[src/rtl/audio_rate_ctrl.sv]
// I2S sample-rate controller: measures WS period, debounces the detected rate and
// sequences the clock-select change. Optional irq output enabled by AUDIO_RATE_CTRL_IRQ_EN.
module audio_rate_ctrl #(
    parameter int STABLE_CNT    = 8,
    parameter int CNT_W         = 11,
    parameter int DRAIN_TIMEOUT = 4096,
    parameter int SETTLE_CYCLES = 1024
) (
    input  logic       clk,
    input  logic       rst,
    input  logic       ws_in,
    input  logic       fifo_empty,
    input  logic       manual_en,
    input  logic [2:0] manual_sel,
    output logic [2:0] clk_sel,
    output logic       mute,
    output logic       flush,
    output logic [2:0] rate_code,
    output logic       rate_valid,
    output logic       irq
);

    // state   | meaning
    // LOST    | no usable target, output muted
    // RUN     | locked, output audible
    // MUTE    | output silenced, target captured
    // DRAIN   | waiting for FIFO empty or timeout
    // SWITCH  | clock mux changes, buffers flushed
    // SETTLE  | muted while the new clock settles
    typedef enum logic [2:0] {
        S_LOST, S_RUN, S_MUTE, S_DRAIN, S_SWITCH, S_SETTLE
    } state_t;

    localparam int TMR_MAX = (DRAIN_TIMEOUT > SETTLE_CYCLES) ? DRAIN_TIMEOUT : SETTLE_CYCLES;
    localparam int TMR_W   = $clog2(TMR_MAX);
    localparam int STB_W   = $clog2(STABLE_CNT + 1);
    localparam logic [CNT_W-1:0] PER_MAX = '1;

    state_t           state, state_nxt;
    logic             ws_meta, ws_sync, ws_prev, ws_rise;
    logic             fe_meta, fe_sync;
    logic [CNT_W-1:0] per_cnt;
    logic             samp_vld;
    logic [2:0]       samp;
    logic [2:0]       cand;
    logic [STB_W-1:0] stb_cnt;
    logic [2:0]       tgt;
    logic [2:0]       new_sel;
    logic [TMR_W-1:0] tmr;

    function automatic logic [2:0] classify(input logic [CNT_W-1:0] p);
        logic [31:0] v;
        v = {{(32-CNT_W){1'b0}}, p};
        if (v >= 120 && v <= 136)        classify = 3'd0;
        else if (v >= 240 && v <= 266)   classify = 3'd1;
        else if (v >= 267 && v <= 290)   classify = 3'd4;
        else if (v >= 490 && v <= 534)   classify = 3'd2;
        else if (v >= 535 && v <= 580)   classify = 3'd5;
        else if (v >= 980 && v <= 1069)  classify = 3'd3;
        else if (v >= 1070 && v <= 1160) classify = 3'd6;
        else                             classify = 3'd7;
    endfunction

    always_ff @(posedge clk or posedge rst) begin
        if (rst) begin
            ws_meta <= 1'b0;
            ws_sync <= 1'b0;
            ws_prev <= 1'b0;
            fe_meta <= 1'b0;
            fe_sync <= 1'b0;
        end else begin
            ws_meta <= ws_in;
            ws_sync <= ws_meta;
            ws_prev <= ws_sync;
            fe_meta <= fifo_empty;
            fe_sync <= fe_meta;
        end
    end

    assign ws_rise  = ws_sync & ~ws_prev;
    assign samp_vld = ws_rise | (per_cnt == PER_MAX);
    assign samp     = ws_rise ? classify(per_cnt) : 3'd7;

    always_ff @(posedge clk or posedge rst) begin
        if (rst) begin
            per_cnt <= '0;
        end else if (ws_rise) begin
            per_cnt <= CNT_W'(1);
        end else if (per_cnt == PER_MAX) begin
            per_cnt <= '0;
        end else begin
            per_cnt <= per_cnt + 1'b1;
        end
    end

    // The stable counter holds once saturated so a locked rate keeps refreshing rate_code.
    always_ff @(posedge clk or posedge rst) begin
        if (rst) begin
            cand      <= 3'd7;
            stb_cnt   <= '0;
            rate_code <= 3'd7;
        end else begin
            if (samp_vld) begin
                if (samp == cand) begin
                    if (stb_cnt != STB_W'(STABLE_CNT))
                        stb_cnt <= stb_cnt + 1'b1;
                end else begin
                    cand    <= samp;
                    stb_cnt <= STB_W'(1);
                end
            end
            if (stb_cnt == STB_W'(STABLE_CNT))
                rate_code <= cand;
        end
    end

    assign rate_valid = (rate_code != 3'd7);
    assign tgt        = manual_en ? manual_sel : rate_code;

    always_ff @(posedge clk or posedge rst) begin
        if (rst) state <= S_LOST;
        else     state <= state_nxt;
    end

    always_comb begin
        state_nxt = state;
        case (state)
            S_LOST: begin
                if (tgt != 3'd7)
                    state_nxt = (tgt == clk_sel) ? S_SETTLE : S_MUTE;
            end
            S_RUN: begin
                if (tgt == 3'd7 && !manual_en)
                    state_nxt = S_LOST;
                else if (tgt != 3'd7 && tgt != clk_sel)
                    state_nxt = S_MUTE;
            end
            S_MUTE:   state_nxt = S_DRAIN;
            S_DRAIN: begin
                if (fe_sync || tmr == '0)
                    state_nxt = S_SWITCH;
            end
            S_SWITCH: state_nxt = S_SETTLE;
            S_SETTLE: begin
                if (tmr == '0)
                    state_nxt = S_RUN;
            end
            default:  state_nxt = S_LOST;
        endcase
    end

    always_comb begin
        mute  = 1'b1;
        flush = 1'b0;
        case (state)
            S_RUN:    mute  = 1'b0;
            S_SWITCH: flush = 1'b1;
            default: ;
        endcase
    end

    // clk_sel moves on entry to SWITCH so the flush pulse coincides with the new code.
    always_ff @(posedge clk or posedge rst) begin
        if (rst) begin
            new_sel <= 3'd3;
            clk_sel <= 3'd3;
        end else begin
            if (state == S_MUTE)
                new_sel <= tgt;
            if (state == S_DRAIN && state_nxt == S_SWITCH)
                clk_sel <= new_sel;
        end
    end

    always_ff @(posedge clk or posedge rst) begin
        if (rst) begin
            tmr <= '0;
        end else if (state_nxt == S_DRAIN && state != S_DRAIN) begin
            tmr <= TMR_W'(DRAIN_TIMEOUT - 1);
        end else if (state_nxt == S_SETTLE && state != S_SETTLE) begin
            tmr <= TMR_W'(SETTLE_CYCLES - 1);
        end else if (tmr != '0) begin
            tmr <= tmr - 1'b1;
        end
    end

`ifdef AUDIO_RATE_CTRL_IRQ_EN
    always_ff @(posedge clk or posedge rst) begin
        if (rst) irq <= 1'b0;
        else     irq <= (state == S_SETTLE && state_nxt == S_RUN) ||
                        (state_nxt == S_LOST && state != S_LOST);
    end
`else
    assign irq = 1'b0;
`endif

endmodule

[config.mk]
export PLATFORM = sky130hd
export DESIGN_NAME = audio_rate_ctrl
export DESIGN_NICKNAME = d
export VERILOG_FILES = /design/src/rtl/audio_rate_ctrl.sv
export SDC_FILE = /design/constraint.sdc
export NUM_CORES = 1
export LEC_CHECK = 0
export CAP_MARGIN = 40
export CORE_UTILIZATION = 53
export CTS_BUF_LIST = sky130_fd_sc_hd__clkbuf_16
export CTS_CLUSTER_SIZE = 25
export DETAILED_ROUTE_END_ITERATION = 6
export GPL_TIMING_DRIVEN = 0
export PLACE_DENSITY_LB_ADDON = 0.1
export SKIP_LAST_GASP = 1
export SYNTH_ARGS = -nofsm -noshare
export SYNTH_HDL_FRONTEND = slang
export SYNTH_SLANG_ARGS = --single-unit
[constraint.sdc]
create_clock -name clk -period 2.35 [get_ports clk]
set_input_delay 0.47 -clock clk [delete_from_list [all_inputs] [get_ports clk]]
set_output_delay 0.47 -clock clk [all_outputs]
set_load 0.05 [all_outputs]
==> flow_summary.json, run 1 <==
{
  "ys_types": 59,
  "tightestPinTransition_ns": 0.8408,
  "utilization_pct": 69.12,
  "critical_path_class": "flip-flop to flip-flop",
  "grt_pass1_vias": 2078,
  "ys_seq_elements": 47,
  "critPathLaunchType": "flip-flop",
  "busiest_layer": "met2",
  "port_buffers": 15,
  "die_h_um": 73.26,
  "cap_violations": 0,
  "gr-usage-met1_pct": 28.56,
  "dr_total_vias": 2220,
  "dieWidth_um": 73.26,
  "firstDrtPassIters": 4,
  "hp-class": "flip-flop to flip-flop",
  "ant_nets": 0,
  "numCtsBuffers": 5,
  "slew_viol_final": 0,
  "status": "finished, violations left",
  "grt_max_degree": 41,
  "cts_tree": "built",
  "num-nets-final": 345,
  "drt_wl_total_um": 5726,
  "fin_ws_ns": -0.2521,
  "rsz0062_at_grt": "yes",
  "ctsHoldBuffers": 0,
  "finalCritPeriodShare_pct": 110.7,
  "insertedDiodeCount": 0,
  "synth_seq_area_share_pct": 44.17,
  "finalSetupViolations": 4,
  "place.gp.congestion": 0.8840,
  "rr_worst_depth": 11,
  "io_pins": 18,
  "use_met2_pct": 37.65,
  "min_from": "fe_meta",
  "synth_edf_count": 0,
  "fmax_mhz": 384.3,
  "syn_nets": 305,
  "drive_gt1_share_pct": 22.05,
  "skew_ns": 0.005524,
  "r2r_start": "per_cnt[10]",
  "die-area_mm2": 0.005367,
  "required_ns": 2.52,
  "overflow": 0,
  "initial_core_util_pct": 55.87,
  "drt_iter0_markers": 97,
  "slew_headroom_pct": 43.74,
  "hold_viol": 0,
  "drt-vias-per-instance": 5.578,
  "cts_sinks": 47,
  "startpoint": "per_cnt[10]",
  "ys_async_sr_fraction_pct": 100.0,
  "hold_slack_ns": 0.3505,
  "synth_ff_type": "dfrtp_1",
  "worstPathMaxFanout": 9,
  "worst_setup_path_end_kind": "flip-flop",
  "max-clock-path-buffers": 2,
  "min_period_ns": 2.602,
  "final_common_cell": "dfrtp_1",
  "area_delta_synth_final_pct": 23.71,
  "power.density_mw_per_mm2": 1049,
  "cts_root_buffer": "clkbuf_16",
  "use_met3_pct": 4.390,
  "clk_pin_slew_ns": 0.06,
  "r2r_end": "stb_cnt[2]",
  "insertion_delay_ns": 0.28,
  "crit_arrival_ns": 2.77,
  "leakage_nw": 1.353,
  "whs_path_depth": 0,
  "syn_avg_cell_area_um2": 9.280,
  "yosysWarnings": 0,
  "hpwl_um": 3725,
  "grt_use_total_pct": 22.57,
  "netlist_area_mm2": 0.002691,
  "wl_per_cell_um": 14.39,
  "syn_inst": 290,
  "violations": "setup timing",
  "vdd_ir_drop_max_uv": 719.9,
  "cts_max_level": 2,
  "post-route-cell-area_mm2": 0.003329,
  "fp-row-count": 25,
  "placed_area_mm2": 0.002945,
  "min_to": "fe_sync",
  "grt_pass1_wl_um": 9342,
  "grt_antenna_before_repair": 0,
  "fp.coreArea_mm2": 0.004817,
  "drc_errors": 0,
  "most-common-layout-cells": "dfrtp_1, nand2_1, nor2_1, buf_4, o21ai_0",
  "rrSetupSlack_ns": -0.25
}
-- per-stage QoR --
| stage | worst slack (ns) | instances | setup TNS, ns | total power [W] |
|---|---|---|---|---|
| 2_1_floorplan | 0.02027 | 290 | 0 | 0.002298 |
| 4_1_cts | -0.2051 | 395 | -0.7838 | 0.003455 |
| 3_3_place_gp | -0.3799 | 372 | -8.734 | 0.002636 |
| 5_1_grt | -0.3912 | 398 | -1.537 | 0.003740 |
| 3_5_place_dp | -0.3604 | 373 | -3.591 | 0.002660 |
| 6_report | -0.2521 | 398 | -0.8958 | 0.003493 |
-- cells by family after synthesis --
kind of cell / Yosys count / synth area share, %
simple gates: 120 / 23.11
flops: 47 / 44.17
compound gates: 65 / 16.74
mux: 8 / 3.208
fa+ha+maj: 7 / 3.254
other cells: 1 / 0.1393
buf+inv: 25 / 3.859
xor+xnor: 17 / 5.532
-- repair_timing --
action,in CTS,in global routing
gates cloned,1,0
pin swaps,10,9
resized for setup,19,10
setup endpoints to repair,27,16
setup buffers,15,3
-- power by group --
group          internal [W]  switching (W)  total, W  leakage [nW]
logic              0.000635       0.000895   0.00153         0.753
registers           0.00108       0.000209   0.00129         0.535
clock network      0.000387       0.000290  0.000676        0.0649
-- cell usage after synthesis, types with 2 or more instances --
library cell | n | area share [%]
nor3_1 | 11 | 2.0
xnor2_1 | 11 | 3.6
nand2b_1 | 5 | 1.2
o21ai_0 | 18 | 3.3
a21oi_1 | 11 | 2.0
o21ai_1 | 4 | 0.74
nor3b_1 | 4 | 1.1
a31oi_1 | 2 | 0.46
mux2i_1 | 3 | 1.1
or4_1 | 3 | 0.84
nand2_1 | 28 | 3.9
xor2_1 | 6 | 2.0
a21o_1 | 2 | 0.56
o21a_1 | 4 | 1.1
and3_1 | 3 | 0.70
buf_2 | 5 | 0.93
a2111o_1 | 2 | 0.84
a211oi_1 | 2 | 0.56
nor2b_1 | 2 | 0.46
a22o_1 | 2 | 0.65
nand3_1 | 15 | 2.8
and2_1 | 4 | 0.93
dfrtp_1 | 37 | 34
or3_1 | 4 | 0.93
nor2_1 | 26 | 3.6
o31ai_1 | 2 | 0.56
clkbuf_1 | 7 | 0.98
a41o_1 | 2 | 0.74
dfstp_2 | 10 | 9.8
or2_2 | 2 | 0.46
mux2_2 | 5 | 2.1
ha_1 | 7 | 3.3
nand4_1 | 3 | 0.70
o211ai_1 | 2 | 0.56
inv_1 | 12 | 1.7
-- worst max path at each step --
stage          slack, ns          to  cells past startpoint
2_1_floorplan       0.02  stb_cnt[1]                      9
3_3_place_gp       -0.38  stb_cnt[1]                      9
3_5_place_dp       -0.36  stb_cnt[1]                      9
4_1_cts            -0.21  stb_cnt[1]                     11
5_1_grt            -0.39  stb_cnt[3]                     11
6_report           -0.25  stb_cnt[2]                     11
-- area by class of cell --
class / instances / area [µm²]
clock inverter: 3 / 15.01
multi-input combinational: 219 / 1504
buffer: 11 / 60.06
inverter: 12 / 45.04
sequential: 47 / 1192
clock buffer: 5 / 125.1
tap: 67 / 83.83
timing repair buffer: 34 / 304.0
fill: 387 / 1488
-- state kept, by name, indices dropped and copies added (netlist names) --
| signal | cells |
|---|---|
| tmr | 12 |
| per_cnt | 11 |
| stb_cnt | 4 |
| cand | 3 |
| clk_sel | 3 |
| new_sel | 3 |
| rate_code | 3 |
| state | 3 |
| fe_meta | 1 |
| fe_sync | 1 |
| ws_meta | 1 |
| ws_prev | 1 |
| ws_sync | 1 |
-- worst max-delay path: stages (launching register included) --
cell and delay, ns:
dfrtp_1 0.36, buf_2 0.17, or3b_4 0.43, a211oi_2 0.23
a32oi_2 0.11, buf_4 0.18, a31oi_4 0.21, nor4bb_4 0.07
o32ai_2 0.25, buf_4 0.18, o21ai_1 0.06, a22o_1 0.24
-- metal layers --
layer | part of all wire (%) | wire length, µm
met1 | 44 | 2509
met2 | 50 | 2848
met3 | 4.3 | 246
met4 | 2.1 | 122
met5 | 0 | 0
Note: power is estimated with default switching activity, not from simulation.
==> inputs of run 2 (changes only) <==
- CORE_ASPECT_RATIO: not set -> 0.6
- CORE_UTILIZATION: 53 -> 45
- PLACE_DENSITY: not set -> 0.66
- PLACE_DENSITY_LB_ADDON: 0.1 -> not set
==> run 2 against run 1 <==
Compared with the run above:
- the flow still finishes with violations (setup timing)
- first-iteration DRC count grew 78%
- via count is 1.6% higher
- core utilization is 9.4 points lower
- register-to-register slack improved by 0.02 ns
- die area up 17%
- cell count increased by 4.0%
- worst setup slack improved by 0.022 ns
- clock skew down 0.0022 ns
- total power rose by 2.4%
- clock-buffer cell count unchanged
- critical path type unchanged
- critical endpoint unchanged
- largest power group unchanged
- highest routed layer unchanged
==> flow_summary.json, run 2 (same netlist as run 1, synthesis figures left out) <==
{
  "status": "finished, violations left",
  "violations": "setup timing",
  "finalSetupViolations": 4,
  "insertion_delay_ns": 0.29,
  "fin_ws_ns": -0.2299,
  "grt_antenna_before_repair": 0,
  "hold_viol": 0,
  "most-common-layout-cells": "dfrtp_1, nand2_1, nor2_1, buf_4",
  "utilization_pct": 59.70,
  "cts_sinks": 47,
  "ctsHoldBuffers": 0,
  "wl_per_cell_um": 15.25,
  "grt_pass1_wl_um": 9963,
  "fill_cells": 509,
  "combPwrFrac_pct": 43.9,
  "tightestPinTransition_ns": 0.8126,
  "critical_path_class": "flip-flop to flip-flop",
  "rr_worst_depth": 11,
  "fp.coreArea_mm2": 0.005675,
  "dieWidth_um": 101.8,
  "io_pins": 18,
  "worstPathCellList": "buf_2, or3b_4, a211oi_2, a32oi_2, buf_4, a31oi_2, nor4bb_4, o32ai_2, buf_4, o21ai_1, a22o_1",
  "place.gp.congestion": 0.9863,
  "worst_setup_path_end_kind": "flip-flop",
  "cts_tree": "built",
  "vdd_ir_drop_max_uv": 453.4,
  "seqPwrFrac_pct": 36.5,
  "regMostFlops": "tmr",
  "crit_arrival_ns": 2.76,
  "power.density_mw_per_mm2": 1056,
  "fmax_mhz": 387.6,
  "port_buffers": 15,
  "worst_path_most_repeated_cell": "buf_4",
  "sw_frac_of_total_pct": 41.27,
  "worstPathMaxFanout": 9,
  "placed_area_mm2": 0.002962,
  "path_delay_family": "compound AO/OA/AOI/OAI gates",
  "whs_path_depth": 0,
  "cts_root_buffer": "clkbuf_16",
  "grt_pass1_vias": 1943,
  "overflow": 0,
  "cap_violations": 0,
  "p_total_w": 0.003578,
  "firstDrtPassIters": 4,
  "cts_max_level": 2,
  "rsz0062_at_grt": "yes",
  "num-nets-final": 348,
  "critPathBufInv": 3,
  "grt_use_total_pct": 21.44,
  "required_ns": 2.53,
  "finalCritPeriodShare_pct": 109.8,
  "die-area_mm2": 0.006304,
  "initial_core_util_pct": 47.42,
  "drc_errors": 0,
  "final_common_cell": "dfrtp_1",
  "place_ws_ns": -0.4346,
  "slowest_delay_ns": 0.42,
  "area_delta_synth_final_pct": 25.89,
  "max-clock-path-buffers": 2,
  "dr_total_vias": 2256,
  "hp-class": "flip-flop to flip-flop",
  "ant_nets": 0,
  "clk_pin_slew_ns": 0.07,
  "largestRegisters": "tmr x12, per_cnt x11, stb_cnt x4",
  "drt-vias-per-instance": 5.449,
  "die_h_um": 61.91,
  "hpwl_um": 4257,
  "leakage_nw": 1.374,
  "p_sw_w": 0.001477,
  "drive_gt1_share_pct": 25.75,
  "worstSetupPathDepth": 11,
  "slew_viol_final": 0,
  "power.internal_w": 0.002101,
  "fp-row-count": 21,
  "insertedDiodeCount": 0,
  "cp_slowest_cell": "or3b_4",
  "min_period_ns": 2.580,
  "drt_wl_total_um": 6313,
  "largest_reg_flops": 12,
  "skew_ns": 0.003329,
  "post-route-cell-area_mm2": 0.003388,
  "drt_iter0_markers": 173,
  "slew_headroom_pct": 45.63,
  "grt_max_degree": 37,
  "power_frac_clock_pct": 19.6,
  "numCtsBuffers": 5,
  "critPathLaunchType": "flip-flop"
}
## run 2: stage by stage
step	setup TNS [ns]	hold slack (ns)	instances
3_5_place_dp	-5.392	0.3362	386
6_report	-0.7562	0.3516	414
3_3_place_gp	-12.66	0.3317	385
2_1_floorplan	0	0.3312	290
4_1_cts	-0.6432	0.3536	410
5_1_grt	-1.271	0.3624	414
## run 2: timing repair
item,4_1_cts,5_1_grt
gates cloned,1,0
pin swaps,14,12
setup buffers,17,4
gates resized for setup,28,14
endpoints found under the setup margin,27,16
## run 2: per-layer routing
layer	track usage, %	routed length (µm)	up-vias
met5	0	0	-
met4	5.918	67	0
met3	6.600	449	12
met2	25.39	2288	68
met1	35.21	3507	1055
li1	-	-	1121
## run 2: power by group through the flow
stage               clock network (W)  logic [W]  registers, W
detailed placement                  0    0.00139       0.00130
global route                 0.000758    0.00173       0.00134
floorplan                           0   0.000874       0.00142
finish                       0.000703    0.00157       0.00130
global placement                    0    0.00136       0.00130
CTS                          0.000718    0.00152       0.00129
## run 2: worst reg2reg max path, cell delays in order, from the launching register on
cell      delay (ns)
dfrtp_1         0.35
buf_2           0.17
or3b_4          0.43
a211oi_2        0.22
a32oi_2         0.11
buf_4           0.17
a31oi_2         0.23
nor4bb_4        0.07
o32ai_2         0.24
buf_4           0.19
o21ai_1         0.06
a22o_1          0.24
## run 2: worst paths after layout
path,from,end,slack (ns)
hold reg to reg,fe_meta,fe_sync,0.35
max in group asynchronous,rst,new_sel[1],1.37
setup / recovery,per_cnt[10],stb_cnt[2],-0.23
setup reg to reg,per_cnt[10],stb_cnt[2],-0.23
hold / removal,fe_meta,fe_sync,0.35
min in group asynchronous,rst,ws_meta,0.44
## run 2: layout make-up
class                           count  area, µm²  share of cell area, %
Clock buffer                        5      125.1                  3.693
Sequential cell                    47       1192                  35.19
Buffer                             11      60.06                  1.773
Tap cell                           80      100.1                  2.954
Timing Repair Buffer               37      324.1                  9.564
Multi-Input combinational cell    219       1521                  44.90
Inverter                           12      45.04                  1.329
Clock inverter                      3      20.02                 0.5908
==> inputs of run 3 (changes only) <==
- CORE_UTILIZATION: 45 -> 52
- PLACE_DENSITY: 0.66 -> 0.74
==> run 3 against run 2 <==
Compared with the run above:
- the run still ends with setup timing left
- sequential power hardly changed
- clock power grew 1%
- total power grew 2.4%
- first-iteration DRC count rose by 33%
- register-to-register slack improved by 0.04 ns
- fmax is 1.4% higher
- wire length is 1.1% higher
- die area down 13%
- largest cell class unchanged
- critical path type unchanged
- via count up 3.9%
==> flow_summary.json, run 3 (same netlist as run 1, synthesis figures left out) <==
{
  "status": "finished, violations left",
  "violations": "setup timing",
  "fill_cells": 344,
  "slew_headroom_pct": 60.17,
  "clk_pin_slew_ns": 0.07,
  "combPwrFrac_pct": 45.0,
  "required_ns": 2.53,
  "dr_total_vias": 2344,
  "firstDrtPassIters": 6,
  "fmax_mhz": 393.0,
  "max-clock-path-buffers": 2,
  "fp-row-count": 19,
  "path_delay_family": "compound AO/OA/AOI/OAI gates",
  "power_frac_clock_pct": 19.4,
  "insertion_delay_ns": 0.29,
  "worstPathCellList": "buf_6, a41o_1, a2111o_1, a32oi_2, buf_4, nand4_1, nor4bb_4, o32ai_2, buf_4, o21ai_2, a22o_1",
  "regArea_mm2": 0.001194,
  "insertedDiodeCount": 0,
  "slowest_delay_ns": 0.39,
  "drt_wl_total_um": 6382,
  "multi_input_area_mm2": 0.001543,
  "hold_viol": 0,
  "most-common-layout-cells": "dfrtp_1, nor2_1, buf_4, nand2_1, o21ai_0",
  "drt_iter0_markers": 230,
  "seqPwrFrac_pct": 35.6,
  "dieWidth_um": 94.88,
  "io_pins": 18,
  "worstSetupPathDepth": 11,
  "finalSetupViolations": 4,
  "finalNonFillerCells": 397,
  "power.internal_w": 0.002154,
  "critPathBufInv": 3,
  "grt_max_degree": 37,
  "rsz0062_at_grt": "yes",
  "worst_setup_path_end_kind": "flip-flop",
  "num-nets-final": 348,
  "power.density_mw_per_mm2": 1076,
  "largestRegisters": "tmr x12, per_cnt x11, stb_cnt x4",
  "numCtsBuffers": 5,
  "largest_reg_flops": 12,
  "slew_viol_final": 0,
  "regMostFlops": "tmr",
  "cts_sinks": 47,
  "fp.coreArea_mm2": 0.004778,
  "fin_ws_ns": -0.1946,
  "worstPathMaxFanout": 6,
  "grt_antenna_before_repair": 0,
  "min_period_ns": 2.545,
  "cts_root_buffer": "clkbuf_16",
  "grt_pass1_wl_um": 10270,
  "wl_per_cell_um": 16.08,
  "critPathLaunchType": "flip-flop",
  "cts_max_level": 2,
  "skew_ns": 0.002972,
  "grt_pass1_vias": 2047,
  "overflow": 0,
  "leakage_nw": 1.382,
  "hp-class": "flip-flop to flip-flop",
  "ant_nets": 0,
  "cp_slowest_cell": "dfrtp_1",
  "die_h_um": 57.73,
  "vdd_ir_drop_max_uv": 528.9,
  "post-place-cells": 369,
  "drc_errors": 0,
  "whs_path_depth": 0,
  "cap_violations": 0,
  "finalCritPeriodShare_pct": 108.3,
  "die-area_mm2": 0.005477,
  "hold_slack_ns": 0.3489,
  "rr_worst_depth": 11,
  "critical_path_class": "flip-flop to flip-flop",
  "utilization_pct": 71.30,
  "grt_use_total_pct": 25.07,
  "worst_path_most_repeated_cell": "buf_4",
  "final_common_cell": "dfrtp_1",
  "cts_tree": "built",
  "crit_arrival_ns": 2.73,
  "tightestPinTransition_ns": 0.5952,
  "p_sw_w": 0.001510,
  "area_delta_synth_final_pct": 26.59,
  "place.gp.congestion": 0.9454,
  "hpwl_um": 4147,
  "drive_gt1_share_pct": 28.44,
  "port_buffers": 15,
  "setup_tns_ns": -0.6383,
  "initial_core_util_pct": 56.32,
  "sw_frac_of_total_pct": 41.21,
  "drt-vias-per-instance": 5.904
}
[run 3: per-layer routing]
| layer | wire length (µm) | GRT usage [%] | vias up | part of all wire (%) |
|---|---|---|---|---|
| met5 | 0 | 0 | - | 0 |
| met4 | 141 | 8.225 | 0 | 2.2 |
| li1 | - | - | 1123 | - |
| met3 | 510 | 7.612 | 19 | 8.0 |
| met2 | 2489 | 30.63 | 107 | 39 |
| met1 | 3240 | 40.86 | 1095 | 51 |
[run 3: power by group through the flow]
stage | sequential (W) | clock, W | combinational [W]
finish | 0.00130 | 0.000711 | 0.00165
global route | 0.00134 | 0.000753 | 0.00179
CTS | 0.00129 | 0.000720 | 0.00151
detailed placement | 0.00130 | 0 | 0.00138
global placement | 0.00129 | 0 | 0.00135
floorplan | 0.00142 | 0 | 0.000874
[run 3: what timing repair did]
action	CTS	global route
pin swaps	12	12
buffers inserted	16	6
endpoints found under the setup margin	27	15
hold buffers	0	0
gates resized for setup	27	24
[run 3: path summary, 6_finish.rpt]
| path | startpoint | endpoint | slack [ns] |
|---|---|---|---|
| hold / removal | fe_meta | fe_sync | 0.35 |
| setup reg to reg | per_cnt[1] | stb_cnt[2] | -0.19 |
| max in group asynchronous | rst | clk_sel[0] | 1.38 |
| hold reg to reg | fe_meta | fe_sync | 0.35 |
| min in group asynchronous | rst | ws_meta | 0.43 |
| setup / recovery | per_cnt[1] | stb_cnt[2] | -0.19 |
[run 3: area by class of cell]
| type | count | area share [%] |
|---|---|---|
| flip-flops and latches | 47 | 35.03 |
| clock inverters | 3 | 0.5876 |
| well taps | 63 | 2.314 |
| plain buffers | 11 | 1.763 |
| clock buffers | 5 | 3.672 |
| inverters | 12 | 1.322 |
| repair buffers | 38 | 10.03 |
| multi-input cells | 218 | 45.28 |
[run 3: through the flow]
stage | area (µm²) | setup WS [ns] | total power [W]
floorplan | 2691 | 0.02027 | 0.002298
global placement | 2920 | -0.3581 | 0.002640
detailed placement | 2940 | -0.3588 | 0.002680
CTS | 3292 | -0.1713 | 0.003520
global route | 3407 | -0.2641 | 0.003883
finish | 3407 | -0.1946 | 0.003664
